## src/rtl/seven_seg_scanner.sv

```systemverilog
// seven_seg_scanner: multiplexed drive for a DIGITS-wide seven-segment display.
//   The upstream refresh counter selects the digit. Display values arrive over a
//   valid/ready handshake into a pending buffer. The pending buffer is copied to the
//   active buffer only at a frame wrap, so a frame never mixes old and new digits.
//   The block also does leading-zero blanking, a minus sign and whole-display blink.
// Ports:
//   refresh_clock, reset   : clock and async active-high reset
//   refresh_counter        : digit select, 0 = rightmost digit
//   load_valid/load_ready  : handshake for {load_value, load_neg, load_lzb}
//   blink_en               : blink the whole display every BLINK_FRAMES/2 frames
//   anode, seg             : active-low digit enables and segments {g,f,e,d,c,b,a}
//   frame_tick             : one-cycle pulse after each frame wrap
module seven_seg_scanner #(
  parameter int SEL_W        = 2,
  parameter int BLINK_FRAMES = 64
) (
  input  logic                    refresh_clock,
  input  logic                    reset,
  input  logic [SEL_W-1:0]        refresh_counter,
  input  logic                    load_valid,
  output logic                    load_ready,
  input  logic [4*(2**SEL_W)-1:0] load_value,
  input  logic                    load_neg,
  input  logic                    load_lzb,
  input  logic                    blink_en,
  output logic [(2**SEL_W)-1:0]   anode,
  output logic [6:0]              seg,
  output logic                    frame_tick
);

  localparam int DIGITS = 2**SEL_W;
  localparam int VAL_W  = 4*DIGITS;
  localparam int BC_W   = $clog2(BLINK_FRAMES);

  logic             pend_full_q, pend_full_d;
  logic [VAL_W-1:0] pend_value_q, pend_value_d;
  logic             pend_neg_q, pend_neg_d;
  logic             pend_lzb_q, pend_lzb_d;
  logic [VAL_W-1:0] act_value_q, act_value_d;
  logic             act_neg_q, act_neg_d;
  logic             act_lzb_q, act_lzb_d;
  logic [SEL_W-1:0] prev_sel_q;
  logic [BC_W-1:0]  blink_cnt_q, blink_cnt_d;
  logic             frame_tick_q;
  logic [DIGITS-1:0] anode_q, anode_d;
  logic [6:0]       seg_q, seg_d;

  logic wrap, xfer, commit;

  function automatic logic [6:0] hex_glyph(input logic [3:0] h);
    case (h)
      4'h0: hex_glyph = 7'b1000000;
      4'h1: hex_glyph = 7'b1111001;
      4'h2: hex_glyph = 7'b0100100;
      4'h3: hex_glyph = 7'b0110000;
      4'h4: hex_glyph = 7'b0011001;
      4'h5: hex_glyph = 7'b0010010;
      4'h6: hex_glyph = 7'b0000010;
      4'h7: hex_glyph = 7'b1111000;
      4'h8: hex_glyph = 7'b0000000;
      4'h9: hex_glyph = 7'b0010000;
      4'hA: hex_glyph = 7'b0001000;
      4'hB: hex_glyph = 7'b0000011;
      4'hC: hex_glyph = 7'b1000110;
      4'hD: hex_glyph = 7'b0100001;
      4'hE: hex_glyph = 7'b0000110;
      default: hex_glyph = 7'b0001110;
    endcase
  endfunction

  assign load_ready = !pend_full_q;
  assign wrap   = (prev_sel_q == SEL_W'(DIGITS-1)) && (refresh_counter == '0);
  assign xfer   = load_valid && !pend_full_q;
  // xfer needs an empty pending buffer and commit needs a full one, so they never coincide.
  assign commit = wrap && pend_full_q;

  always_comb begin
    pend_full_d  = pend_full_q;
    pend_value_d = pend_value_q;
    pend_neg_d   = pend_neg_q;
    pend_lzb_d   = pend_lzb_q;
    act_value_d  = act_value_q;
    act_neg_d    = act_neg_q;
    act_lzb_d    = act_lzb_q;
    if (commit) begin
      act_value_d = pend_value_q;
      act_neg_d   = pend_neg_q;
      act_lzb_d   = pend_lzb_q;
      pend_full_d = 1'b0;
    end
    if (xfer) begin
      pend_value_d = load_value;
      pend_neg_d   = load_neg;
      pend_lzb_d   = load_lzb;
      pend_full_d  = 1'b1;
    end
  end

  assign blink_cnt_d = wrap ? blink_cnt_q + 1'b1 : blink_cnt_q;

  // Decode from the next-state active buffer and blink count. The digit-0 slot of
  // a new frame is decoded in the wrap cycle itself, so it shows the committed value.
  always_comb begin
    int  d_idx;
    int  top;
    logic blank;
    d_idx = int'(refresh_counter);
    top   = act_neg_d ? DIGITS-1 : DIGITS;
    blank = act_lzb_d && (d_idx != 0);
    for (int j = 0; j < DIGITS; j++) begin
      if (j >= d_idx && j < top && act_value_d[4*j +: 4] != 4'h0) begin
        blank = 1'b0;
      end
    end
    anode_d = ~(DIGITS'(1) << refresh_counter);
    if (act_neg_d && d_idx == DIGITS-1) begin
      seg_d = 7'b0111111;
    end else if (blank) begin
      seg_d = 7'h7F;
    end else begin
      seg_d = hex_glyph(act_value_d[4*d_idx +: 4]);
    end
    // The upper half of the blink period is the dark half.
    if (blink_en && blink_cnt_d[BC_W-1]) begin
      anode_d = '1;
      seg_d   = 7'h7F;
    end
  end

  always_ff @(posedge refresh_clock or posedge reset) begin
    if (reset) begin
      pend_full_q  <= 1'b0;
      pend_value_q <= '0;
      pend_neg_q   <= 1'b0;
      pend_lzb_q   <= 1'b0;
      act_value_q  <= '0;
      act_neg_q    <= 1'b0;
      act_lzb_q    <= 1'b0;
      prev_sel_q   <= '0;
      blink_cnt_q  <= '0;
      frame_tick_q <= 1'b0;
      anode_q      <= '1;
      seg_q        <= 7'h7F;
    end else begin
      pend_full_q  <= pend_full_d;
      pend_value_q <= pend_value_d;
      pend_neg_q   <= pend_neg_d;
      pend_lzb_q   <= pend_lzb_d;
      act_value_q  <= act_value_d;
      act_neg_q    <= act_neg_d;
      act_lzb_q    <= act_lzb_d;
      prev_sel_q   <= refresh_counter;
      blink_cnt_q  <= blink_cnt_d;
      frame_tick_q <= wrap;
      anode_q      <= anode_d;
      seg_q        <= seg_d;
    end
  end

  assign anode      = anode_q;
  assign seg        = seg_q;
  assign frame_tick = frame_tick_q;

endmodule

```

## config.mk

```make
export PLATFORM = sky130hd
export DESIGN_NAME = seven_seg_scanner
export DESIGN_NICKNAME = d
export VERILOG_FILES = /design/src/rtl/seven_seg_scanner.sv
export SDC_FILE = /design/constraint.sdc
export NUM_CORES = 1
export LEC_CHECK = 0
export CAP_MARGIN = 20
export CORE_MARGIN = 5
export CORE_UTILIZATION = 36
export DETAILED_ROUTE_END_ITERATION = 7
export DONT_BUFFER_PORTS = 1
export GPL_ROUTABILITY_DRIVEN = 0
export GPL_TIMING_DRIVEN = 0
export PLACE_DENSITY_LB_ADDON = 0.08
export SLEW_MARGIN = 30
export SYNTH_ARGS = -nofsm -noshare
export SYNTH_HDL_FRONTEND = slang
export SYNTH_SLANG_ARGS = --single-unit
```

## constraint.sdc

```tcl
create_clock -name refresh_clock -period 3.5 [get_ports refresh_clock]
set_input_delay 0.525 -clock refresh_clock [delete_from_list [all_inputs] [get_ports refresh_clock]]
set_output_delay 0.525 -clock refresh_clock [all_outputs]
set_load 0.02 [all_outputs]
```

After elaboration in Yosys (flattened, before gate mapping). Memory sizes are Yosys's and may differ from the RTL's. Index checks and enable logic that the tools add are counted.

Register bits: 57. ROM bits: 112. Word-level logic and storage cells: 63. Memories: 1.

Memory list: (no name shown) (words 16, bits a word 7, read ports 1, clocked after Yosys merged registers in 0, write ports 0, RTL line 51) `case (h)`.

$add $sub $neg: 1. $lt $le $gt $ge: 7. Equal/unequal tests: 2. Shift-type cells: 2. Muxes and demuxes: 15. Bitwise logic cells: 1. Reduce and logical (&&, ||, !) cells: 21.

Operators by type and width (number): 7-bit two-way mux (3); 16-bit two-way mux (1); 4-bit nonzero test (4); 16-bit by 5-bit variable part select with 4-bit output (1); 1-bit logical AND (13); 1-bit two-way mux (8); 6-bit by 1-bit adder with 6-bit output, second input constant (1); 1-bit by 3-bit less-than comparator with 1-bit output, first input constant (2); 2-bit by 3-bit less-than comparator with 1-bit output, first input constant (2); 6-bit two-way mux (1); 1-bit by 2-bit >= comparator with 1-bit output, first input constant (2); 4-bit two-way mux (1); 4-bit inverter (1); 2-bit nonzero test (2); 1-bit by 2-bit << shifter with 4-bit output, first input constant (1); 3-bit two-way mux (1); 2-bit by 1-bit == test with 1-bit output, second input constant (1); 2-bit == test, second input constant (1); 2-bit >= comparator, first input constant (1); 2-bit logical NOT (1); 1-bit logical NOT (1).

Depth between registers and ports, before layout. Gate-level depths: netlist (run 1).

Word-level depth: 15. Depth in mapped cells: 13.

Least setup slack after synthesis (run 1). Ideal clock, no wire load.

Path type: in2reg. Start point: input port refresh_counter[0]. End point: register seg_q[5] (netlist: seg[5]). Arrival: 2.541 ns. Required time: 3.412 ns. Slack: 0.871 ns. Cell stages on the path: 10. Buffers on the path: 1. Cell sequence: nand4bb_1 -> buf_4 -> clkinv_4 -> nand2_4 -> mux2_4 -> mux4_2 -> ha_1 -> mux2i_1 -> nor2_1 -> or3_1.

RTL lines: start: declaration (RTL line 19) `input logic [SEL_W-1:0] refresh_counter,`; 2-bit logical NOT * (RTL line 72) `assign wrap = (prev_sel_q == SEL_W'(DIGITS-1)) && (refresh_counter == '0);`; 1-bit logical AND * (RTL line 72); 1-bit logical AND * (RTL line 75) `assign commit = wrap && pend_full_q;`; 16-bit two-way mux * (RTL line 85) `if (commit) begin`; via act_value_d[0] (RTL line 39) `logic [VAL_W-1:0] act_value_q, act_value_d;`; branches (longest 6 deep; another with memory 16 x 7 bit); 7-bit two-way mux * (RTL line 118) `end else if (blank) begin`; 7-bit two-way mux * (RTL line 116) `if (act_neg_d && d_idx == DIGITS-1) begin`; 7-bit two-way mux * (RTL line 124) `if (blink_en && blink_cnt_d[BC_W-1]) begin`; via seg_d[5] (RTL line 46) `logic [6:0] seg_q, seg_d;`; end signal: assignment (RTL line 156) `seg_q <= seg_d;`; end: declaration (RTL line 46).

Mark *: on every way through the listed nets, which the timed path passes. A chain may end at the register's enable or synchronous reset.

Worst setup path in the final report (run 1).
Start point: register prev_sel_q[0]. End point: register seg_q[0] (netlist: seg[0]).

Word-level cells in the longest chain between the ends: 15.

Ends and longest elaborated chain: start: declaration (RTL line 42) `logic [SEL_W-1:0] prev_sel_q;`; start signal: assignment (RTL line 152) `prev_sel_q <= refresh_counter;`; 2-bit == test * (RTL line 72); 1-bit logical AND * (RTL line 72); via wrap (RTL line 48) `logic wrap, xfer, commit;`; branches (longest 12 deep; another with memory 16 x 7 bit); 7-bit two-way mux * (RTL line 124); via seg_d[0] (RTL line 46).

Marks and branches as above.

==> results.txt, run 1 <==
The via count of the first global-routing pass came out at roughly 1900. The count of final setup violators came out at 0. The number of clock sinks came out at 57. The vias per cell came out at around 5.1.

Power spread over the standard cell area amounts to 736 nW/um^2. The standard cell core area is 7290 sq um. The total die area is just over 9000 sq um.

The final antenna diode count is 0. The initial DRC count came out at 65. The count of TritonRoute iterations in the first routing pass came out at 4. The final-layout fill cell count came out at 747. The number of levels the H-tree was split into is 3. The worst setup path is launched from a flop. The TritonCTS clock tree is done. The area of the mapped netlist came out at 2710 sq um.

The worst path arrival time is 3.09 ns. The insertion delay to the later sink of the worst-skew pair is around 0.34 ns. The floorplan row count is 31. The maximum fanout along the worst path is 10.

The maximum vdd ir drop came out at 0.000285 V. The average wire per cell in the routed design came out at ~17 um. The netlist uses 51 different library cells. The number of remaining DRC errors is 0. In this run the tightest slew margin relative to its limit is a little under three fifths. The final setup skew is 0.0109 ns.

STA classifies the critical path endpoint as a flop. The maximum clock insertion buffer count came out at 2. The run finished with clean final reports. The initial standard-cell utilization of the core is a little under two fifths. The post-synthesis sequential area ratio came out at 53.2%.

After detailed routing, no signal wire sits above met4. The count of final hold-check violations is 0. Synthesis produced a netlist whose cell count is 222. Measured along the y axis, the die boundary spans between 90 and 100 um. The class of the worst hold path is primary input to flop. The number of antenna violations at the first check in global routing is 0.

The area of the multi-input gates came out at 1180 sq um. For this design the static power due to leakage is 1.30 nW. Synthesis produced a netlist with a net count of about 250.

CTS placed an instance of sky130_fd_sc_hd__clkbuf_8 at the clock tree root. The worst hold path begins at refresh_counter[0]. The first-pass GRT wire length is 9810 um.

The tightest hold margin is roughly 0.2 ns. Entering global routing, the biggest net connects 39 pins. The most used flip-flop cell after synthesis is sky130_fd_sc_hd__dfrtp_1.

Global routing used a little over an eighth of the available tracks across all layers. The count of warnings emitted by yosys is 0. The required time of the critical path is 3.77 ns. The met2 routed wirelength is about 2600 um.

Summing over every cut layer, the via total after detailed routing is 1741. Cells with a size suffix above 1 make up 30.0% of the layout. The final setup TNS came out at 0 ns. The number of max-slew violations in the final report came out at 0. The net count of the finished layout is 265. Prior to clock tree synthesis, the placed netlist has a worst setup slack of around 0.48 ns.

The count of input and output buffers is 0. Clock-pin slew was measured on the worst setup and hold paths at 0.07 ns. The worst setup path is of the flop to flop kind. The startpoint identified for the worst register-to-register timing path is prev_sel_q[0]. The leftover overflow at the end of global routing came out at 0. Counting the buffers created by CTS gives 9. The sum of net half-perimeters after detailed placement is a little over 4000 um.

The total met3 wirelength after detailed routing is 286 um. The final clock period utilization by the worst path came out at between 80% and 90%. The floorplan step set the die width to 96.7 um. Based on the critical path, the design can be clocked at up to 354 MHz. At the pin with the least slew margin, the transition time is around 0.64 ns. The average instance in the mapped netlist occupies 12.2 sq um.

The share of flip-flops with an asynchronous set or reset came out at 100%. The final critical path time including I/O delays and setup is 2.83 ns. The flip-flop and latch count after synthesis is 57. In this run the count of I/O pins placed on the die edge is 37. The worst path setup slack after routing is around 0.67 ns. The detail route stage leaves a number of antenna-violating nets equal to 0.

Setup repair after global routing left no endpoint under its margin. The final layout contains routed wiring with a total length of 5640 um. The area growth from synthesis to layout came out at 13.4%. The critical path starts at prev_sel_q[0].

For this block, wires on met1 add up to 2640 um. In the final layout, flip-flops and latches occupy 1440 sq um. The max-cap check violation count is 0.

The count of flip-flops with a built-in enable after synthesis is 0.
[through the flow]
stage               power [mW]  cell area [sq um]  utilization [%]  std cells
floorplan                 1.50               2710                -        222
global placement          1.64               2830             38.8        321
detailed placement        1.65               2850             39.1        322
CTS                       2.30               3070             42.1        339
global route              2.42               3070             42.1        339
finish                    2.26               3070             42.1        339
[state kept, by name, summed over array words and instances, names as in the netlist]
name / count
pend_neg_q: 1
seg: 7
act_value_q: 16
pend_value_q: 16
act_neg_q: 1
pend_lzb_q: 1
pend_full_q: 1
anode: 4
blink_cnt_q: 6
act_lzb_q: 1
frame_tick: 1
prev_sel_q: 2
[repair_timing]
action                                 4_1_cts  5_1_grt
gates resized for setup                      0        0
setup endpoints to repair                    0        0
setup buffers                                0        0
hold buffers                                 1        0
endpoints found under the hold margin        8        0
[final timing paths]
| check | cells after the start | end | slack [ns] |
|---|---|---|---|
| worst max-delay path | 13 | seg[0] | 0.67 |
| worst min-delay path | 0 | prev_sel_q[0] | 0.20 |
| worst max register to register | 13 | seg[0] | 0.67 |
| worst min register to register | 1 | blink_cnt_q[4] | 0.47 |
| max in group asynchronous | 3 | pend_lzb_q | 2.41 |
| min in group asynchronous | 2 | blink_cnt_q[1] | 0.61 |
[layout make-up]
type	instances	area share, %
Inverter	10	1.47
Sequential cell	57	46.9
Multi-Input combinational cell	145	38.4
Timing Repair Buffer	2	0.978
Buffer	10	1.43
Clock inverter	4	1.67
Clock buffer	12	5.06
Tap cell	99	4.04
[cell usage after synthesis (2+ instances only)]
cell type,n,area [sq um]
sky130_fd_sc_hd__dfrtp_1,46,1150
sky130_fd_sc_hd__nor2b_1,2,12.5
sky130_fd_sc_hd__nand2_1,12,45.0
sky130_fd_sc_hd__and3_1,3,18.8
sky130_fd_sc_hd__or2_2,3,18.8
sky130_fd_sc_hd__nor3_1,2,10.0
sky130_fd_sc_hd__nand4_1,2,12.5
sky130_fd_sc_hd__mux2i_1,6,60.1
sky130_fd_sc_hd__a31oi_1,5,31.3
sky130_fd_sc_hd__o21bai_1,3,22.5
sky130_fd_sc_hd__ha_1,6,75.1
sky130_fd_sc_hd__dfstp_2,11,289
sky130_fd_sc_hd__mux2_2,34,383
sky130_fd_sc_hd__nand3_1,2,10.0
sky130_fd_sc_hd__a22o_1,2,17.5
sky130_fd_sc_hd__nor2_1,4,15.0
sky130_fd_sc_hd__clkbuf_1,5,18.8
sky130_fd_sc_hd__buf_1,2,7.51
sky130_fd_sc_hd__nand2b_1,5,31.3
sky130_fd_sc_hd__o211ai_1,6,45.0
sky130_fd_sc_hd__xnor2_1,4,35.0
sky130_fd_sc_hd__o21ai_1,4,20.0
sky130_fd_sc_hd__o22ai_1,2,12.5
sky130_fd_sc_hd__buf_2,2,10.0
sky130_fd_sc_hd__o21ai_0,5,25.0
sky130_fd_sc_hd__inv_1,9,33.8
sky130_fd_sc_hd__nor4_1,6,37.5
sky130_fd_sc_hd__o31ai_1,4,30.0
sky130_fd_sc_hd__o21a_1,2,15.0
sky130_fd_sc_hd__and4_1,2,17.5
[layer usage]
| metal | up-vias | GRT usage [%] |
|---|---|---|
| li1 | 845 | - |
| met1 | 851 | 16.7 |
| met2 | 35 | 20.0 |
| met3 | 10 | 5.61 |
| met4 | 0 | 5.18 |
| met5 | - | 0 |
[report_power, final]
part	internal [mW]	switching (mW)	leakage [nW]	total [mW]
clock network	0.367	0.261	0.103	0.628
logic	0.287	0.263	0.529	0.550
registers	0.893	0.186	0.670	1.08
total	1.55	0.710	1.30	2.26
[critical path, stage by stage, from the launching register on]
cell and delay [ns]:
sky130_fd_sc_hd__dfrtp_1 0.38, sky130_fd_sc_hd__nand4bb_1 0.09, sky130_fd_sc_hd__buf_4 0.17, sky130_fd_sc_hd__clkinv_4 0.08, sky130_fd_sc_hd__buf_2 0.18, sky130_fd_sc_hd__and3_1 0.21, sky130_fd_sc_hd__o31ai_1 0.43, sky130_fd_sc_hd__o21ai_1 0.25
sky130_fd_sc_hd__inv_1 0.17, sky130_fd_sc_hd__ha_1 0.23, sky130_fd_sc_hd__o211ai_1 0.10, sky130_fd_sc_hd__o211ai_1 0.17, sky130_fd_sc_hd__a31oi_1 0.11, sky130_fd_sc_hd__a21oi_1 0.17
[cells in the final DEF, fill, tap and decap left out, drive strengths merged, types with 6 or more instances in the layout]
master,n
dfrtp,46
inv,9
mux2i,6
mux2,35
ha,6
dfstp,11
o21ai,9
o211ai,6
nand2,13
clkbuf,17
buf,6
nor4,6
[logic make-up (layout without fill, tap and decap cells)]
kind of cell               count (synthesis)  after routing  share of synthesized area (%)
AOI/OAI and AO/OA                         43             43                           11.2
muxes                                     42             42                           17.8
buffers and inverters                     20             38                           3.19
DFF                                       57             57                           53.2
and+or+nand+nor                           50             50                           10.6
adders and majority gates                  6              6                           2.77
xor gates and xnor gates                   4              4                           1.29
Note: power is estimated with default switching activity, not from simulation.
==> run 2, diff against run 1 <==
clock period = 2.3 ns   (was 3.5 ns; I/O delays follow)
==> results.txt, run 2 (synthesis results as in run 1) <==
The flow ran to the end, but the final reports show violations. The final reports fail on setup timing. The flop-to-flop setup slack was -0.20 ns (-0.88 ns). The setup path with the least slack is of type flop to flop. The post-placement setup slack is -0.486 ns (-0.967 ns). Traced cell by cell, the critical path runs through nand4bb_1, buf_6, clkinv_8, nand2_8, mux2_4, mux4_2, buf_4, ha_4, mux2i_1, nor2_1, or3_1. The clock-pin slew on the worst setup and hold paths came to 0.06 ns (about the same).

The required time of the critical path was 2.56 ns (-1.21 ns). The portion of total power attributed to combinational logic is 28.9% (+4.5 points). The startpoint identified for the worst hold timing path is refresh_counter[0].

The cell at the slowest stage of the critical path is sky130_fd_sc_hd__mux4_2. The final design area excluding fillers came out at 3260 sq um (+6.3%). The number of max-slew violations in the final report was 0 (unchanged). The startpoint identified for the worst register-to-register timing path is prev_sel_q[0]. The leftover overflow at the end of global routing is 0 (unchanged).

The via total after detailed routing was 1828 (+5.0%). The standard cell core area was 7290 sq um (unchanged). The sum of net half-perimeters after detailed placement was 4160 um (+0.76%). The measured slew at the worst slew-check pin came to 0.617 ns (-0.0281 ns).

The via count of the first global-routing pass is 1950 (+5.3%). The count of TritonRoute iterations in the first routing pass was 4 (unchanged). The maximum number of pins on one net before global-route repair came out at 35 (-10%). The final clock period utilization by the worst path is 109% (+28 points). The cell area reported after detailed placement was 2910 sq um (+1.9%).

The switching power as a share of total power is 31.9% (+0.44 points). The portion of total power attributed to the clock network came out at 25.3% (-2.5 points). The number of levels the H-tree was split into came out at 3 (unchanged). The overall power came to 3.60 mW (+60%). The ratio of total power to cell area came to 1100 nW/um^2 (+50%). The clock buffer count from CTS came out at 9 (unchanged).

The top cell types in the final layout, fill and taps aside, are sky130_fd_sc_hd__dfrtp_1 (46), sky130_fd_sc_hd__mux2_2 (34), sky130_fd_sc_hd__nand2_1 (12). The count of placed standard cells including taps is 322 (unchanged). The number of cells on the worst reg-to-reg path came to 11 (-2). The average wire per cell in the routed design is 16.9 um (+1.7%). The die boundary height is 96.7 um (unchanged). The area growth from synthesis to layout came out at 20.6%. The number of cells traversed by the worst hold path is 0 (unchanged). The first-pass GRT wire length came out at 10100 um (+2.5%). The die width came out at 96.7 um (unchanged). The insertion delay to the later sink of the worst-skew pair came out at 0.34 ns (about the same).

The leakage component of the power is 1.38 nW (+6.2%). Setup repair after global routing could not meet its margin everywhere. The floorplan row count is 31 (unchanged). The net switching power figure came to 1.15 mW (+62%).

The total routed wirelength came out at 5970 um (+5.9%). The global routing usage summed across all routing layers came out at 13.7% (+0.45 points). The design internal power is 2.45 mW (+59%). The sequential share of power is 45.8% (-2.0 points).

The count of final setup violators is 7 (+7). The maximum operating frequency is 400 MHz (+13%). The normalized max-slew margin came to 58.9% (+1.9 points). The final setup skew came to 0.00479 ns (-0.00607 ns).

The number of I/O pins is 37 (unchanged). The count of input and output buffers is 0 (unchanged). The worst register-to-register path ends at seg[5]. The number of remaining DRC errors came out at 0 (unchanged). The worst setup path is captured at a flop. The initial DRC count is 43 (-34%). The residual antenna-violating net count after detailed routing was 0 (unchanged). The worst path arrival time came out at 2.76 ns (-0.33 ns).

TritonCTS built the clock tree. The count of final hold-check violations came out at 0 (unchanged). The filler-free cell count of the finished design was 353 (+4.1%). The net count of the finished layout came out at 279 (+5.3%).

The maximum fanout along the worst path came to 5 (-5). The final critical path time including I/O delays and setup came out at 2.50 ns (-0.323 ns). The worst path setup slack after routing is -0.203 ns (-0.877 ns).

The tightest min-delay check is of the primary input to flop type. The library cell used most frequently in the layout, excluding fill and tap cells, is sky130_fd_sc_hd__dfrtp_1. The number of clock sinks is 57 (unchanged). The max-cap check violation count came out at 0 (unchanged). The worst hold path terminates at prev_sel_q[0]. The library cell used as clock root buffer is sky130_fd_sc_hd__clkbuf_8.

The initial standard-cell utilization of the core is 37.1% (unchanged). The vias per cell is 5.18 (+0.83%). The maximum vdd ir drop came out at 0.000378 V (+33%). The maximum single-stage delay on the critical path was 0.52 ns (+0.09 ns). The kind of start point of the critical path is a flop. The share of final-layout standard cells stronger than drive strength 1 came to 38.2% (+8.2 points). The maximum clock insertion buffer count came out at 2 (unchanged). The number of antenna violations at the first check in global routing came to 0 (unchanged). The total die area was 9350 sq um (unchanged). The final antenna diode count is 0 (unchanged).
[run 2: changes by cell type in the layout (fill, tap and decap cells not counted), moves of 2 or more]
cell and delta:
sky130_fd_sc_hd__buf_4 +10, sky130_fd_sc_hd__buf_6 +4, sky130_fd_sc_hd__clkinv_4 -2, sky130_fd_sc_hd__ha_1 -3
sky130_fd_sc_hd__ha_4 +3, sky130_fd_sc_hd__inv_1 -2, sky130_fd_sc_hd__inv_2 +2, sky130_fd_sc_hd__o21ai_1 -2
sky130_fd_sc_hd__o21ai_2 +2, sky130_fd_sc_hd__o31ai_1 -3, sky130_fd_sc_hd__o31ai_2 +2
[run 2: layout make-up]
cell class | count | area (sq um)
timing repair buffer | 16 | 146
tap | 99 | 124
fill | 733 | 4030
sequential | 57 | 1440
multi-input combinational | 145 | 1260
buffer | 10 | 50.0
inverter | 10 | 52.6
clock buffer | 13 | 149
clock inverter | 3 | 40.0
[run 2: what timing repair did]
action / in CTS / in global routing
buffers inserted: 11 / 3
resized for setup: 12 / 2
endpoints found under the hold margin: 22 / 0
setup endpoints to repair: 15 / 7
pin swaps: 8 / 4
hold buffers: 1 / 0
[run 2: how the worst max path moves through the flow]
stage | start | to | slack [ns] | cells past startpoint
2_1_floorplan | refresh_counter[1] | seg[0] | -0.12 | 12
4_1_cts | prev_sel_q[0] | seg[0] | -0.21 | 12
6_report | prev_sel_q[0] | seg[5] | -0.20 | 11
3_5_place_dp | prev_sel_q[0] | seg[0] | -0.49 | 13
3_3_place_gp | refresh_counter[1] | seg[0] | -0.48 | 13
5_1_grt | prev_sel_q[0] | seg[0] | -0.33 | 12
[run 2: metal layers]
layer / wire [um] / track usage, % / vias to the layer above / share of wire [%]
li1: - / - / 870 / -
met3: 345 / 4.96 / 16 / 5.8
met5: 0 / 0 / - / 0
met4: 116 / 6.48 / 0 / 1.9
met1: 2730 / 17.3 / 895 / 46
met2: 2780 / 20.9 / 47 / 47
[run 2: worst max-delay path: cells and delay by family (launching register included)]
family / cells / cell delay, ns
adder cells (fa/ha/maj): 1 / 0.17
buffers and inverters: 3 / 0.37
flip-flops: 1 / 0.38
multiplexers: 3 / 0.98
AND/OR/NAND/NOR: 4 / 0.53
[run 2: stage by stage]
step | TNS, ns | hold slack [ns] | utilization [%]
after global routing | -1.64 | 0.00543 | 44.7
after global placement | -7.80 | 0.377 | 39.6
after CTS | -0.820 | 0.00742 | 44.3
after detailed placement | -2.47 | 0.205 | 39.9
after floorplan | -0.320 | 0.376 | -
final | -0.811 | 0.0298 | 44.7
[run 2: power by group through the flow]
stage / clock [mW] / sequential [mW] / combinational [mW]
2_1_floorplan: 0 / 1.58 / 0.738
6_report: 0.913 / 1.65 / 1.04
5_1_grt: 0.994 / 1.69 / 1.15
3_5_place_dp: 0 / 1.67 / 0.891
3_3_place_gp: 0 / 1.66 / 0.879
4_1_cts: 0.953 / 1.66 / 1.02
